$ cat config.mk
export PLATFORM = sky130hd
export DESIGN_NAME = five_bit_rom_decoder
export DESIGN_NICKNAME = d
export VERILOG_FILES = /design/src/rtl/five_bit_rom_decoder.sv
export SDC_FILE = /design/constraint.sdc
export NUM_CORES = 1
export LEC_CHECK = 0
export ABC_AREA = 1
export BUFFER_PORTS_ARGS = -buffer_cell sky130_fd_sc_hd__buf_4
export CAP_MARGIN = 20
export CELL_PAD_IN_SITES_DETAIL_PLACEMENT = 1
export CELL_PAD_IN_SITES_GLOBAL_PLACEMENT = 2
export CORE_ASPECT_RATIO = 0.7
export CORE_UTILIZATION = 30
export DETAILED_ROUTE_END_ITERATION = 10
export GPL_TIMING_DRIVEN = 0
export PLACE_DENSITY_LB_ADDON = 0.05
export SLEW_MARGIN = 20
export SYNTH_ARGS = -nofsm -noshare
export SYNTH_HDL_FRONTEND = slang
export SYNTH_SLANG_ARGS = --single-unit
$ cat constraint.sdc
create_clock -name clk -period 2.3 [get_ports clk]
set_clock_uncertainty 0.1 [all_clocks]
set_input_delay 0.46 -clock clk [delete_from_list [all_inputs] [get_ports clk]]
set_output_delay 0.46 -clock clk [all_outputs]
set_load 0.005 [all_outputs]
$ cat src/rtl/five_bit_rom_decoder.sv
`default_nettype none
// ============================================================================
//  Module   : five_bit_rom_decoder
//  Purpose  : Decodes a 5-bit code into a 5-bit one-hot word through a small
//             ROM table. Each accepted code is queued, together with an error
//             bit, in a 2-entry FIFO. Sticky error flag, plus an optional
//             saturating count of invalid codes.
//  Ports    : clk         - system clock, rising edge
//             rst_n       - asynchronous active-low reset
//             in_code     - [4:0] code to decode
//             in_valid    - in_code is valid this cycle
//             in_ready    - FIFO can accept a code (occupancy < 2)
//             out_onehot  - [4:0] decoded word at the queue head
//             out_err     - the queue-head entry came from an invalid code
//             out_valid   - queue head holds an entry
//             out_ready   - consumer takes the head entry this cycle
//             clr_err     - single-cycle clear of err_flag / err_cnt
//             err_flag    - sticky: an invalid code was accepted
//             err_cnt     - [7:0] count of invalid codes
//  Config   : FIVE_BIT_DECODER_ERRCNT_EN - when defined, err_cnt is a
//             saturating 8-bit counter. Otherwise err_cnt is tied to 0.
//  Revision : 1.0 - initial release
// ============================================================================
module five_bit_rom_decoder (
  input  logic       clk,
  input  logic       rst_n,
  input  logic [4:0] in_code,
  input  logic       in_valid,
  output logic       in_ready,
  output logic [4:0] out_onehot,
  output logic       out_err,
  output logic       out_valid,
  input  logic       out_ready,
  input  logic       clr_err,
  output logic       err_flag,
  output logic [7:0] err_cnt
);

  typedef enum logic [1:0] {
    S_EMPTY = 2'd0,
    S_ONE   = 2'd1,
    S_FULL  = 2'd2
  } occ_e;

  occ_e       state_q, state_d;
  logic       wr_ptr_q, wr_ptr_d;
  logic       rd_ptr_q, rd_ptr_d;
  logic [5:0] mem_q [2];              // {onehot, err}
  logic       err_flag_q, err_flag_d;

  logic [4:0] dec_onehot;
  logic       dec_err;
  logic       push;
  logic       pop;

  // ROM decode table; any unlisted code is invalid and decodes to zero.
  always_comb begin
    dec_onehot = 5'b00000;
    dec_err    = 1'b0;
    case (in_code)
      5'd1:    dec_onehot = 5'b00001;
      5'd0:    dec_onehot = 5'b00010;
      5'd2:    dec_onehot = 5'b00100;
      5'd3:    dec_onehot = 5'b01000;
      5'd17:   dec_onehot = 5'b10000;
      default: dec_err    = 1'b1;
    endcase
  end

  // Handshakes depend only on registered occupancy, so there is no
  // combinational path from out_ready to in_ready.
  assign in_ready  = (state_q != S_FULL);
  assign out_valid = (state_q != S_EMPTY);
  assign push      = in_valid && in_ready;
  assign pop       = out_valid && out_ready;

  // Occupancy next-state and pointer updates.
  always_comb begin
    state_d  = state_q;
    wr_ptr_d = wr_ptr_q;
    rd_ptr_d = rd_ptr_q;
    if (push) wr_ptr_d = ~wr_ptr_q;
    if (pop)  rd_ptr_d = ~rd_ptr_q;
    case (state_q)
      S_EMPTY: if (push) state_d = S_ONE;
      S_ONE: begin
        if (push && !pop)      state_d = S_FULL;
        else if (!push && pop) state_d = S_EMPTY;
      end
      S_FULL:  if (pop) state_d = S_ONE;
      default: state_d = S_EMPTY;
    endcase
  end

  always_ff @(posedge clk or negedge rst_n) begin
    if (!rst_n) begin
      state_q  <= S_EMPTY;
      wr_ptr_q <= 1'b0;
      rd_ptr_q <= 1'b0;
      mem_q[0] <= 6'd0;
      mem_q[1] <= 6'd0;
    end else begin
      state_q  <= state_d;
      wr_ptr_q <= wr_ptr_d;
      rd_ptr_q <= rd_ptr_d;
      if (push) mem_q[wr_ptr_q] <= {dec_onehot, dec_err};
    end
  end

  // Head is gated so an empty queue never shows a stale entry.
  assign out_onehot = out_valid ? mem_q[rd_ptr_q][5:1] : 5'b00000;
  assign out_err    = out_valid ? mem_q[rd_ptr_q][0]   : 1'b0;

  // Sticky error flag: setting takes priority over a coincident clear.
  always_comb begin
    err_flag_d = err_flag_q;
    if (push && dec_err) err_flag_d = 1'b1;
    else if (clr_err)    err_flag_d = 1'b0;
  end

  always_ff @(posedge clk or negedge rst_n) begin
    if (!rst_n) err_flag_q <= 1'b0;
    else        err_flag_q <= err_flag_d;
  end

  assign err_flag = err_flag_q;

`ifdef FIVE_BIT_DECODER_ERRCNT_EN
  logic [7:0] err_cnt_q, err_cnt_d;
  logic       cnt_inc;

  assign cnt_inc = push && dec_err;

  // A clear coinciding with an increment leaves a count of one.
  always_comb begin
    err_cnt_d = err_cnt_q;
    if (clr_err)                       err_cnt_d = cnt_inc ? 8'd1 : 8'd0;
    else if (cnt_inc && err_cnt_q != 8'hFF) err_cnt_d = err_cnt_q + 8'd1;
  end

  always_ff @(posedge clk or negedge rst_n) begin
    if (!rst_n) err_cnt_q <= 8'd0;
    else        err_cnt_q <= err_cnt_d;
  end

  assign err_cnt = err_cnt_q;
`else
  assign err_cnt = 8'd0;
`endif

endmodule
`default_nettype wire

==> metrics.md <==
| Metric | Value |
|---|---|
| Initial antenna violation count | 0 |
| DR vias/cell | 4.49 |
| Post-DP Area | 1140 um2 |
| Htree depth | 1 |
| # rows | 16 |
| Mapped Avg Cell Area | 8.51 um2 |
| CTS resizes | 0 |
| Drt drc | 0 |
| Worst Path Arrival | 1.35 ns |
| Clock Latency Late Sink | 0.25 ns |
| Antenna diodes | 0 |
| CTS buffer count | 3 |
| CTS tree | built |
| Full die area | 3350 um2 |
| Iteration-0 DRC Markers | 26 |
| R2R Path End | state_q[0] |
| CTS sink cnt | 17 |
| Share of layout cells above drive strength 1 | 31.4% |
| FF-to-FF path depth | 8 |
| Die width | 68.8 um |
| Final wirelength | 2.16 mm |
| Synth area leader | dfrtp_1 |
| Outcome | finished clean |
| Reg-to-reg slack, setup | 0.71 ns |
| Layout Cell Area excl Fill | 1200 um2 |
| Worst Hold Path Cells | 4 |
| Drt pass-1 iters | 4 |
| Peak VDD IR | 334 uV |
| Reg2reg start | state_q[0] |
| Unique cell type count in the Yosys netlist | 21 |
| Worst stage delay on the critical path | 0.46 ns |
| Commonest cells post-synth | nand2_1, dfrtp_1, buf_4 |
| Nets | 152 |
| Critical Path Source Type | flip-flop |
| Ys async rst share | 100% |
| Placeable Area | 2880 um2 |
| Worst Hold End | err_flag |
| Vias in the first global route | 737 |
| Per-cell routed wire length | 12.3 um |
| Count leader, synth | nand2_1 |
| Largest net degree at the start of global routing | 18 |
| HP Start | clr_err |
| Worst hold path class | input pin to flip-flop |
| CP max stage cell | dfrtp_1 |
| # port buffers | 18 |
| Via count | 790 |
| Number of synthesized flops with an enable pin | 0 |
| Final hold violations | 0 |
| Yosys warns | 0 |
| Area growth, synth to finish | 28.1% |
| Period utilization | 82.9% |
| IO Pins | 27 |
| Total GRT Usage | 14.8% |
| Yosys reg bits | 17 |
| Most used DFF post-synth | dfrtp_1 |
| Initial Utilization | 32.5% |
| Post-Syn Instances | 110 |
| Max Cap Violations | 0 |
| Crit path cell chain | inv_1 -> nand2_1 -> a21oi_1 -> buf_4 |
| Fillers | 368 |
| Synth Cell Area | 936 um2 |
| Final global-route overflow total | 0 |
| First-pass GRT wire length | 3.57 mm |
| CP Max Fanout | 7 |
| Final min period | 1.91 ns |
| CP required | 1.74 ns |
| Maximum buffer depth of the clock tree | 2 |
| DP HPWL | 1.70 mm |
| Setup TNS | 0 ns |
| Dominant cells by area after synthesis | dfrtp_1, nand2_1, buf_4, o21ai_2, a21oi_1 |
| Reg clk slew, reported paths | 0.07 ns |
| Clk root buf | clkbuf_8 |
| RSZ-0062 raised after global routing | false |
| PwrDens | 931 nW/um2 |
| Setup WS post-layout | 0.392 ns |
| Register area share after synthesis | 45.5% |
| Max Clock Freq | 524 MHz |
| Top cell type's share of synthesized area | 45.5% |
| Static Leak | 0.000608 uW |
| Detail Route Antenna Nets | 0 |
| CP endpoint kind | primary output |
| Routability Congestion | 0.680 |
| Height of the die | 48.7 um |
| Pre-CTS WS | 0.652 ns |
| Critical setup path kind | flip-flop to primary output |
| Final total power | 1120 uW |
| Endpoints failing setup | 0 |
| Final Slew Violations | 0 |
-- timing repair --
item                                   4_1_cts  5_1_grt
hold buffers                                 1        0
buffers inserted                             0        0
endpoints found under the hold margin       17        0
-- registers in the layout, indices dropped and copies added (netlist names) --
signal,cells
mem_q,12
wr_ptr_q,1
state_q,2
rd_ptr_q,1
err_flag,1
-- critical path, delay by kind of cell (launching register included) --
kind | cells | cell delay [ns]
AND/OR/NAND/NOR | 1 | 0.09
buffers and inverters | 2 | 0.38
flip-flops | 1 | 0.46
AO/OA/AOI/OAI | 1 | 0.16
-- through the flow --
step	instances	utilization, %	hold WS, ns
floorplan	117	-	0.0644
global placement	171	39.6	0.242
detailed placement	171	39.6	0.247
CTS	176	41.6	0.357
global route	176	41.6	0.401
finish	176	41.6	0.359
-- cell type report --
type,instances,area [um2],area share [%]
multi-input cells,81,420,35.1
plain buffers,10,82.6,6.89
well taps,36,45.0,3.76
clock inverters,1,5.00,0.418
flip-flops and latches,17,425,35.5
clock buffers,3,41.3,3.44
inverters,9,33.8,2.82
repair buffers,19,145,12.1
-- cell usage in the layout (no fill, tap or decap), types with 3 or more instances in the layout --
cell      Yosys  routed
conb_1        1       8
a21oi_1       7       7
clkbuf_8      0       3
o21ai_1       4       4
nand4_1       3       3
o21ai_2       6       6
buf_4         8      26
nor2_1        3       3
dfrtp_1      17      17
nand3_1       5       5
o21ai_0       3       3
inv_1         7       7
nand2_1      35      35
-- cells by family (layout without fill, tap and decap cells) --
group	count (synthesis)	count (layout)	share of synthesized area, %
simple gates	51	51	26.3
compound gates	20	20	13.1
buf+inv	19	42	12.4
flops	17	17	45.5
fa+ha+maj	1	1	1.34
other cells	1	8	0.401
xor+xnor	1	1	0.936
-- how the worst max path moves through the flow --
stage | end | cells after the start | startpoint
4_1_cts | out_onehot[0] | 4 | rd_ptr_q
6_report | out_onehot[0] | 4 | rd_ptr_q
3_5_place_dp | out_onehot[0] | 4 | rd_ptr_q
2_1_floorplan | state_q[0] | 8 | state_q[0]
5_1_grt | out_err | 4 | rd_ptr_q
3_3_place_gp | out_onehot[4] | 4 | rd_ptr_q
-- power by group --
group          switching [uW]  total [uW]  internal (uW)
clock network             101         221            120
registers                77.5         450            373
logic                     253         445            192
-- layer usage --
metal	global-route usage (%)	vias to the layer above	share of wire [%]
met5	0	-	0
li1	-	403	-
met2	21.1	21	44
met1	21.7	364	50
met3	5.66	2	5.6
met4	2.04	0	0.37
Power figures use the tool's default switching activity.
